### src/rtl/key_event_pkg.sv
// key_event_pkg: keycodes, channel indices and default repeat timing for the key front end.
package key_event_pkg;
    localparam logic [7:0] KC_LEFT     = 8'h04;
    localparam logic [7:0] KC_RIGHT    = 8'h07;
    localparam logic [7:0] KC_KONAMI   = 8'h1a;
    localparam logic [7:0] KC_SOFTDROP = 8'h18;
    localparam logic [7:0] KC_ROTL     = 8'h14;
    localparam logic [7:0] KC_ROTR     = 8'h08;
    localparam logic [7:0] KC_HOLD     = 8'h0f;
    localparam logic [7:0] KC_CLEARALL = 8'h13;
    localparam int CH_LEFT     = 0;
    localparam int CH_RIGHT    = 1;
    localparam int CH_KONAMI   = 2;
    localparam int CH_SOFTDROP = 3;
    localparam int CH_ROTL     = 4;
    localparam int CH_ROTR     = 5;
    localparam int DAS_DEFAULT = 16;
    localparam int ARR_DEFAULT = 4;
endpackage

### src/rtl/key_repeat_timer.sv
// key_repeat_timer: shared hold counter producing DAS/ARR repeat pulses for the held channel.
module key_repeat_timer import key_event_pkg::*; #(
    parameter int NUM_KEYS = 6,
    parameter logic [NUM_KEYS-1:0] REPEAT_MASK = NUM_KEYS'(6'b000011),
    parameter int DAS_DELAY = DAS_DEFAULT,
    parameter int ARR_PERIOD = ARR_DEFAULT
) (
    input  logic                clk,
    input  logic                rst,
    input  logic [NUM_KEYS-1:0] held,
    input  logic [NUM_KEYS-1:0] press,
    output logic [NUM_KEYS-1:0] rep
);
    localparam int TW = $clog2(DAS_DELAY);
    logic [TW-1:0] count;
    logic run, wrap;
    assign run = |(held & REPEAT_MASK);
    // a press on a new key discards the old key's count, even if it was about to fire
    assign wrap = run && !(|press) && count == TW'(DAS_DELAY - 1);
    assign rep = wrap ? (held & REPEAT_MASK) : '0;
    always_ff @(posedge clk) begin
        if (rst || |press || !(|held))
            count <= '0;
        else if (wrap)
            count <= TW'(DAS_DELAY - ARR_PERIOD);
        else if (run)
            count <= count + 1'b1;
    end
endmodule

### src/rtl/key_event_arbiter.sv
// key_event_arbiter: decodes keycodes into channels, latches press/repeat events as pending
// flags and presents them lowest index first over a valid/ready handshake.
module key_event_arbiter import key_event_pkg::*; #(
    parameter int NUM_KEYS = 6,
    parameter int KEYCODE_W = 8,
    parameter logic [NUM_KEYS*KEYCODE_W-1:0] KEYMAP =
        (NUM_KEYS*KEYCODE_W)'({KC_ROTR, KC_ROTL, KC_SOFTDROP, KC_KONAMI, KC_RIGHT, KC_LEFT}),
    parameter logic [NUM_KEYS-1:0] REPEAT_MASK = NUM_KEYS'(6'b000011),
    parameter int DAS_DELAY = DAS_DEFAULT,
    parameter int ARR_PERIOD = ARR_DEFAULT,
    localparam int IDX_W = NUM_KEYS > 1 ? $clog2(NUM_KEYS) : 1
) (
    input  logic                 CLK,
    input  logic                 RESET,
    input  logic [KEYCODE_W-1:0] keyboardinput,
    input  logic                 enable,
    input  logic                 flush,
    input  logic                 ev_ready,
    output logic                 ev_valid,
    output logic [IDX_W-1:0]     ev_idx,
    output logic [NUM_KEYS-1:0]  pending,
    output logic [NUM_KEYS-1:0]  held
);
    logic [NUM_KEYS-1:0] match, held_d, press, rep, set, xfer;
    key_repeat_timer #(
        .NUM_KEYS(NUM_KEYS),
        .REPEAT_MASK(REPEAT_MASK),
        .DAS_DELAY(DAS_DELAY),
        .ARR_PERIOD(ARR_PERIOD)
    ) u_timer (
        .clk(CLK),
        .rst(RESET),
        .held(held),
        .press(press),
        .rep(rep)
    );
    always_comb begin
        match = '0;
        for (int i = 0; i < NUM_KEYS; i++)
            match[i] = keyboardinput == KEYMAP[KEYCODE_W*i +: KEYCODE_W];
    end
    always_comb begin
        ev_idx = '0;
        for (int i = NUM_KEYS - 1; i >= 0; i--)
            if (pending[i]) ev_idx = IDX_W'(i);
    end
    assign press = held & ~held_d;
    assign set = enable ? (press | rep) : '0;
    assign ev_valid = |pending;
    assign xfer = (ev_valid && ev_ready) ? NUM_KEYS'(1) << ev_idx : '0;
    // a set landing on the bit being transferred wins, so no event is lost
    always_ff @(posedge CLK) begin
        if (RESET) begin
            held <= '0;
            held_d <= '0;
            pending <= '0;
        end else begin
            held <= match;
            held_d <= held;
            pending <= flush ? '0 : ((pending & ~xfer) | set);
        end
    end
endmodule

### config.mk
export PLATFORM = sky130hd
export DESIGN_NAME = key_event_arbiter
export DESIGN_NICKNAME = d
export VERILOG_FILES = /design/src/rtl/key_event_pkg.sv /design/src/rtl/key_repeat_timer.sv /design/src/rtl/key_event_arbiter.sv
export SDC_FILE = /design/constraint.sdc
export NUM_CORES = 1
export LEC_CHECK = 0
export CAP_MARGIN = 20
export CORE_ASPECT_RATIO = 0.9
export CORE_MARGIN = 2
export CORE_UTILIZATION = 41
export CTS_CLUSTER_DIAMETER = 100
export DETAILED_ROUTE_END_ITERATION = 10
export GPL_ROUTABILITY_DRIVEN = 0
export GPL_TIMING_DRIVEN = 1
export PLACE_DENSITY_LB_ADDON = 0.25
export REMOVE_ABC_BUFFERS = 1
export SETUP_SLACK_MARGIN = 0.05
export SYNTH_ARGS = -nofsm -noshare
export SYNTH_HDL_FRONTEND = slang
export SYNTH_HIERARCHICAL = 1
export SYNTH_SLANG_ARGS = --single-unit
export TNS_END_PERCENT = 20
### constraint.sdc
create_clock -name CLK -period 1.6 [get_ports CLK]
set_input_delay 0.32 -clock CLK [delete_from_list [all_inputs] [get_ports CLK]]
set_output_delay 0.32 -clock CLK [all_outputs]
set_load 0.01 [all_outputs]
# Yosys cells after proc, flatten, opt, wreduce, memory -nomap -nowiden
# Cells that the tools add are included.
op_classes:
  shift: 1
  muxes: 11
  bitwise_logic: 6
  reduce_logical: 14
  addsub: 1
  n_eq_ne: 7
op_table:
  columns: ["op", "n"]
  rows:
  - ["== test 8 x 5 -> 1 bit (second input constant)", 3]
  - ["2-to-1 mux 3 bit", 6]
  - ["OR reduction 6 bit", 3]
  - ["== test 8 x 3 -> 1 bit (second input constant)", 2]
  - ["bitwise AND 6 bit", 2]
  - ["2-to-1 mux 6 bit", 2]
  - ["inverter 6 bit", 2]
  - ["bitwise OR 6 bit", 2]
  - ["== test 8 x 4 -> 1 bit (second input constant)", 1]
  - ["2-to-1 mux 4 bit", 2]
  - ["OR reduction 2 bit", 3]
  - ["left shift 1 x 3 -> 6 bit (first input constant)", 1]
  - ["adder 4 x 1 -> 4 bit (second input constant)", 1]
  - ["== test 4 bit (second input constant)", 1]
  - ["logical AND 1 bit", 3]
  - ["zero test 1 bit", 2]
  - ["logical OR 1 bit", 2]
  - ["2-to-1 mux 2 bit", 1]
  - ["nonzero test 2 bit", 1]
totals:
  regBits: 22
  elab_cells: 45
  input_bits: 13
  output_inout_bits: 16

# Depth between registers and ports, before layout
# Gate-level depths: netlist (run 1).
depth:
  depth_word: 11
  ltp_mapped: 6
  ltp_nobuf: 6

# Cells and area by module
# Netlist (run 1), hierarchy kept.
modules_own_cells:
  columns: ["mod", "cells_each", "seq_area_each_um2", "instances", "area_each_um2"]
  rows:
  - ["key_event_arbiter", 76, 360.3, 1, 681.9]
  - ["key_repeat_timer", 32, 80.1, 1, 277.8]

# Least setup slack after synthesis (run 1)
# No wires, ideal clock.
synth_path:
  kind: "register to register"
  start: "register held[1]"
  end: "register u_timer.count[0]"
  path_buffers: 0
  stages_incl_launch_ff: 5
  path_slack_ps: -119
  arrival_time_ps: 1627
  setup_time_ps: 92
  path_cell_list: "dfxtp_1 nor2b_1 or4_4 or4_4 nor4_1"
synth_between:
  elab_chain_cells: 6
  word_cells_on_any_way: 11
synth_lines:
  columns: ["item", "line", "source"]
  rows:
  - ["from (decl)", "key_event_arbiter.sv:22", "output logic [NUM_KEYS-1:0] held"]
  - ["from (signal assigned)", "key_event_arbiter.sv:58", "held <= match;"]
  - ["bitwise AND 6 bit (*)", "key_event_arbiter.sv:47", "assign press = held & ~held_d;"]
  - ["via press[1]", "key_event_arbiter.sv:24", "logic [NUM_KEYS-1:0] match, held_d, press, rep, set, xfer;"]
  - ["OR reduction 6 bit (*)", "key_repeat_timer.sv:19, key_repeat_timer.sv:22", null]
  - ["zero test 1 bit", "key_repeat_timer.sv:19", "assign wrap = run && !(|press) && count == TW'(DAS_DELAY - 1);"]
  - ["logical AND 1 bit (2 in a row)", "key_repeat_timer.sv:19", null]
  - ["OR reduction 2 bit (no line) (*)", null, null]
  - ["to (signal assigned)", "key_repeat_timer.sv:25", "count <= TW'(DAS_DELAY - ARR_PERIOD);"]
  - ["to (signal assigned)", "key_repeat_timer.sv:27", "count <= count + 1'b1;"]
  - ["to (decl)", "key_repeat_timer.sv:15", "logic [TW-1:0] count;"]
# Mark *: on every way through the listed nets, which the timed path passes. The rest lies on a longest branch.
# A chain may end at the register's enable or synchronous reset.

# Worst setup path after layout (run 1)
layout_path:
  start: "register pending[0]"
  end: "output ev_valid"
layout_between:
  elab_chain_cells: 1
layout_lines:
  columns: ["item", "line", "source"]
  rows:
  - ["from (decl)", "key_event_arbiter.sv:21", "output logic [NUM_KEYS-1:0] pending,"]
  - ["from (signal assigned)", "key_event_arbiter.sv:60", "pending <= flush ? '0 : ((pending & ~xfer) | set);"]
  - ["OR reduction 6 bit", "key_event_arbiter.sv:49", "assign ev_valid = |pending;"]
  - ["to (decl)", "key_event_arbiter.sv:19", "output logic ev_valid,"]
# No other way between the ends.

==> qor.yml, run 1 <==
status: "complete, but fails checks"
violated_checks: "negative setup slack"
finish.instance_area_sq_mm: 0.00139
achievable-frequency_mhz: 518
drt-vias-per-instance: 5.08
finalCoreUtilization_pct: 63.3
report.final.setup_viol: 8
ctsHtreeMaxLevel: 1
std_cell_rows: 16
worstRegToRegCells: 4
postCtsHoldBufs: 0
ys_warn_count: 6
compound_gate_fraction_of_synth_area_pct: 13.0
leak_nw: 0.632
area_growth_pct: 45.2
synth.top_cell.area_share_pct: 45.9
final_hold_viol_count: 0
crit_path_max_fanout: 2
crit_type: "reg2out"
track_usage_pct: 17.6
instances_no_fill: 177
worstPathArrival_ns: 1.61
fp.coreArea_sq_mm: 0.00220
detail_route.drc_violations: 0
timing.critical_path.slowest_stage_cell: "or4_4"
synthesis.area_per_instance_sq_um: 8.89
synth_top_family_by_area: "simple AND/OR/NAND/NOR gates"
report.final.slew_viol_count: 0
synth_simple_gate_area_share_pct: 31.7
postLayoutSetupSlackWorst_ns: -0.331
clock_tree_from_tritoncts: "yes"
yosysSeqAreaShare_pct: 45.9
finalClockSkew_ns: 0.00181
buffers_added_on_ports: 28
maximum_number_of_pins_on_one_net_before_global_route_repair: 13
place_inst: 173
drt_wl_total_mm: 2.07
cap_viol_max_count: 0
number_of_global_route_vias_before_repair: 873
hpwl_mm: 1.64
cts_buffers: 3
antenna_cells: 0
global_route_wire_length_before_repair_mm: 3.53
yosys.area_share.adder_pct: 1.30
critical_path.endpoint_type: "output pin"
nNetsFinal: 165
drt_first_iter_violations: 18
worstSkewPairLatency_ns: 0.31
total_vias_in_the_final_route: 899
worst_hold_path.num_cells: 1
drt_pre_antenna_iters: 4
synthesis.area_sq_um: 960
clock-root-buffer: "clkbuf_4"
worst_setup_path_startpoint: "pending[0]"
die_x_microns: 55.0
synth.top_cells.by_area: "dfxtp_1 (46%), nor2b_1 (8.5%), o21ai_0 (4.7%)"
crit_path_max_incr_delay_ns: 0.52
cts-root-to-sink-buffers: 2
grt_overflow: 0
postSynthRegisterBits: 22
critical_path.cell_chain: "or4_4 -> or3_1 -> buf_2"
ir_worst_vdd_v: 0.000478
final.setup.tns_ns: -1.20
ant_nets: 0
totalPowerFinal_mw: 0.963
hp-class: "reg2reg"
floorplan.die.height_microns: 49.9
required_ns: 1.28
period_minus_slack_ns: 1.93
worstSetupStartpointType: "register"
placed_cell_area_sq_mm: 0.00134
share_of_layout_cells_above_drive_strength_1_pct: 24.7
synthCells: 108
power-per-cell-area_mw_per_mm2: 691
hp-start: "held[2]"
io-pin-count: 29
design.die.area_sq_mm: 0.00274
yosysTopAreaCell: "dfxtp_1"
crit-reg2reg-launch: "held[5]"
grt_antenna_before_repair: 0
clkSlewWorstSetupHoldPaths_ns: 0.12
synthXorXnorAreaFrac_pct: 0.913
post_synth_num_cell_types: 31
layout_worst_path_cycle_share_pct: 121
rsz_0062_raised_after_global_routing: "yes"
clock_sink_total: 22
detail_route.wl_per_cell_microns: 11.7
initial_cell_density_of_the_core_pct: 43.6
synthMuxAreaShare_pct: 2.09
-- report_power, final --
group | total [mW] | switching [mW] | internal, mW
logic | 0.102 | 0.0423 | 0.0594
clock network | 0.308 | 0.169 | 0.139
registers | 0.554 | 0.00237 | 0.552
total | 0.963 | 0.213 | 0.750
-- layer usage --
layer | GRT usage (%) | wire length, microns | vias up
li1 | - | - | 462
met1 | 17.9 | 807 | 406
met2 | 32.7 | 1110 | 28
met3 | 3.94 | 115 | 3
met4 | 7.32 | 32 | 0
met5 | 0 | 0 | -
-- final timing paths --
check | to | slack (ns)
worst max register to register | u_timer/count[1] | -0.19
worst max-delay path | ev_valid | -0.33
worst min-delay path | held_d[2] | 0.50
worst min register to register | held_d[2] | 0.50
-- state kept, by name, summed over array words and instances, names as in the netlist --
name and cells:
held 6, pending 6, held_d 6, u_timer/count 4
-- critical path: cells and delay by family (launching register included) --
kind,cells,cell delay [ns]
simple gates,2,0.82
buf+inv,1,0.14
flops,1,0.34
-- area by class of cell --
class	instances	area (sq um)
inverter	3	11.3
sequential	22	447
fill	205	808
tap	27	33.8
timing repair buffer	40	339
multi-input combinational	81	527
clock buffer	4	36.3
-- cell usage after synthesis (all sizes together) --
library cell	n
conb	1
ha	1
xor2	1
nor2b	13
buf	4
nand4bb	1
and3	2
a21oi	7
or3	1
o31ai	1
clkbuf	1
o22ai	1
o21ai	9
o21bai	1
nor3	5
o211ai	1
nand2	3
nor2	12
mux2i	2
or4	4
nand2b	2
o21a	1
dfxtp	22
or3b	1
nor4	3
o2111ai	1
nand4b	1
nand3b	2
or2	1
inv	3
-- through the flow --
step | setup slack (ns) | hold slack [ns]
after CTS | -0.340 | 0.509
final | -0.331 | 0.504
after global placement | -0.311 | 0.492
after global routing | -0.392 | 0.515
after floorplan | -0.119 | 0.392
after detailed placement | -0.318 | 0.494
-- cells in the final DEF (no fill, tap or decap), types with 2 or more instances in the layout --
cell type and n:
a21oi_1 7, and3_1 2, buf_2 4, buf_4 12, clkbuf_4 3, clkdlybuf4s50_1 12
conb_1 4, dfxtp_1 17, dfxtp_2 5, dlygate4sd2_1 11, inv_1 3, mux2i_1 2
nand2_1 3, nand2b_1 2, nand3b_1 2, nor2_1 11, nor2b_1 13, nor3_1 2
nor3_2 3, nor4_2 2, o21ai_0 9, or4_4 3
-- logic make-up after synthesis --
family                   after synthesis
AO/OA/AOI/OAI                         22
AND/OR/NAND/NOR                       51
buffers and inverters                  8
XOR/XNOR                               1
multiplexers                           2
adder cells (fa/ha/maj)                1
flip-flops                            22
other                                  1
-- timing repair --
item	4_1_cts	5_1_grt
resized for setup	36	4
setup buffers	0	0
setup endpoints to repair	22	10
endpoints found under the hold margin	0	0
pin swaps	0	1
Power figures use the tool's default switching activity.
==> inputs of run 2 (changes only) <==
==> constraint.sdc (replaced) <==
create_clock -name CLK -period 1.6 [get_ports CLK]
set_input_delay 0.48 -clock CLK [delete_from_list [all_inputs] [get_ports CLK]]
set_output_delay 0.48 -clock CLK [all_outputs]
set_load 0.01 [all_outputs]
==> run 2 against run 1 <==
  * The run still ends with negative setup slack left
  * Cell count grew 2.3%
  * Count of clock-buffer cells in the layout decreased by 1
  * Non-clock buffer count increased by 4
  * Core utilization is 4.1 points higher
  * Flip-flop and latch count unchanged
  * Total power grew 12%
  * First-iteration DRC count down 17%
  * Critical path type unchanged
  * Largest cell class unchanged
==> qor.yml, run 2 (same netlist as run 1, synthesis figures left out) <==
cts-root-to-sink-buffers: 2  # unchanged
comb_power_share_pct: 10.1  # -0.5 points
biggestRegsByFlops: "held x6, held_d x6, pending x6"
mostFrequentLayoutCell: "dfxtp_1"
fp.coreArea_sq_mm: 0.00220  # unchanged
drt-vias-per-instance: 5.07  # -0.14%
worstSetupStartpointType: "register"
power_switching_mw: 0.216  # +1.2%
detail_route.wl_per_cell_microns: 12.3  # +5.8%
cap_viol_max_count: 0  # unchanged
status: "complete, but fails checks"
layout_worst_path_cycle_share_pct: 131  # +10 points
multi_input_gate_area_in_the_final_layout_sq_um: 562  # +6.7%
postCtsHoldBufs: 0  # unchanged
io-pin-count: 29  # unchanged
clock_sink_total: 22  # unchanged
hp-start: "held[2]"
crit-reg2reg-launch: "held[5]"
hp-class: "reg2reg"
regToRegEndpoint: "u_timer/count[1]"
power.share.sequential_pct: 51.1  # -6.4 points
min_delay_worst_endpoint: "held_d[2]"
antenna_cells: 0  # unchanged
leak_nw: 0.616  # -2.5%
finish.instance_area_sq_mm: 0.00149  # +6.6%
worstRegToRegCells: 4  # unchanged
finalClockSkew_ns: 0.00496  # +0.00314 ns
track_usage_pct: 18.0  # +0.45 points
ir_worst_vdd_v: 0.000555  # +16%
critical_path.endpoint_type: "output pin"
area_growth_pct: 54.8
power-per-cell-area_mw_per_mm2: 730  # +5.6%
report.final.slew_viol_count: 0  # unchanged
die_x_microns: 55.0  # unchanged
total_vias_in_the_final_route: 918  # +2.1%
finalCoreUtilization_pct: 67.4  # +4.1 points
power.internal_mw: 0.868  # +16%
num-fill-cells: 194  # -5.4%
ctsHtreeMaxLevel: 1  # unchanged
grt_antenna_before_repair: 0  # unchanged
clkSlewWorstSetupHoldPaths_ns: 0.12  # about the same
violated_checks: "negative setup slack"
worstPathArrival_ns: 1.62  # about the same
worst_hold_path.num_cells: 1  # unchanged
nNetsFinal: 169  # +2.4%
buffers_added_on_ports: 28  # unchanged
report.final.setup_viol: 10  # +2
hpwl_mm: 1.65  # +0.25%
final_hold_viol_count: 0  # unchanged
initial_cell_density_of_the_core_pct: 43.6  # unchanged
clock-root-buffer: "clkbuf_4"
number_of_global_route_vias_before_repair: 935  # +7.1%
rsz_0062_raised_after_global_routing: "yes"
drt_pre_antenna_iters: 4  # unchanged
period_minus_slack_ns: 2.10  # +0.166 ns
detail_route.drc_violations: 0  # unchanged
clock_power_share_pct: 38.8  # +6.8 points
placed_cell_area_sq_mm: 0.00136  # +1.1%
netSwitchingFraction_pct: 19.9  # -2.2 points
layout.cells.most_common_list: "dfxtp_1 (15), buf_4 (13), clkdlybuf4s50_1 (12)"
drt_first_iter_violations: 15  # -3
clock_tree_from_tritoncts: "yes"
seqCellArea_sq_um: 449  # +0.56%
cts_buffers: 3  # unchanged
crit_path_max_fanout: 2  # unchanged
required_ns: 1.12  # -0.16 ns
maximum_number_of_pins_on_one_net_before_global_route_repair: 14  # +1
design.die.area_sq_mm: 0.00274  # unchanged
worstSkewPairLatency_ns: 0.31  # about the same
ant_nets: 0  # unchanged
global_route_wire_length_before_repair_mm: 3.69  # +4.7%
share_of_layout_cells_above_drive_strength_1_pct: 34.4  # +9.7 points
r2r_slack_ns: -0.19  # about the same
grt_overflow: 0  # unchanged
crit_type: "reg2out"
achievable-frequency_mhz: 477  # -7.9%
floorplan.die.height_microns: 49.9  # unchanged
postLayoutSetupSlackWorst_ns: -0.496  # -0.166 ns
std_cell_rows: 16  # unchanged
drt_wl_total_mm: 2.23  # +8.2%
==> run 2: layer usage <==
metal	vias to the layer above	global-route usage [%]	part of all wire, %
met5	-	0	0
met4	0	6.50	0.85
met3	2	3.33	4.5
met2	25	32.1	54
met1	420	20.6	41
li1	471	-	-
==> run 2: worst max-delay path by stage <==
stage / depth (start not counted) / endpoint / from / slack (ns)
after floorplan: 2 / ev_valid / pending[0] / -0.16
after global placement: 3 / ev_valid / pending[0] / -0.47
after detailed placement: 3 / ev_valid / pending[0] / -0.47
after CTS: 3 / ev_valid / pending[0] / -0.50
after global routing: 3 / ev_valid / pending[0] / -0.56
final: 3 / ev_valid / pending[0] / -0.50
==> run 2: power by group through the flow <==
stage	clock [mW]	combinational, mW	sequential [mW]
final	0.421	0.109	0.554
after global routing	0.456	0.119	0.555
after CTS	0.429	0.103	0.554
after detailed placement	0	0.109	0.566
after global placement	0	0.107	0.565
after floorplan	0	0.0341	0.569
==> run 2: per-stage QoR <==
| step | instances | worst slack [ns] | hold slack, ns | power (mW) | TNS [ns] |
|---|---|---|---|---|---|
| 3_3_place_gp | 175 | -0.473 | 0.493 | 0.672 | -2.15 |
| 3_5_place_dp | 175 | -0.474 | 0.491 | 0.675 | -2.63 |
| 5_1_grt | 181 | -0.559 | 0.533 | 1.13 | -2.40 |
| 2_1_floorplan | 106 | -0.155 | 0.494 | 0.603 | -0.513 |
| 4_1_cts | 180 | -0.496 | 0.508 | 1.09 | -1.70 |
| 6_report | 181 | -0.496 | 0.506 | 1.08 | -1.71 |
==> run 2: repair_timing <==
| action | in CTS | in global routing |
|---|---|---|
| resized for setup | 50 | 24 |
| pin swaps | 2 | 3 |
| setup buffers | 1 | 1 |
| endpoints found under the setup margin | 22 | 20 |
==> run 2: final cells by class <==
type,instances,share of cell area (%)
well taps,27,2.27
clock inverters,1,2.02
clock buffers,3,1.52
flip-flops and latches,22,30.2
inverters,3,0.758
repair buffers,44,25.4
multi-input cells,81,37.8
==> run 2: critical path, cell delays in order, from the launching register on <==
cell and delay [ns]:
dfxtp_2 0.34, or4_4 0.52, or3_1 0.30, buf_2 0.14
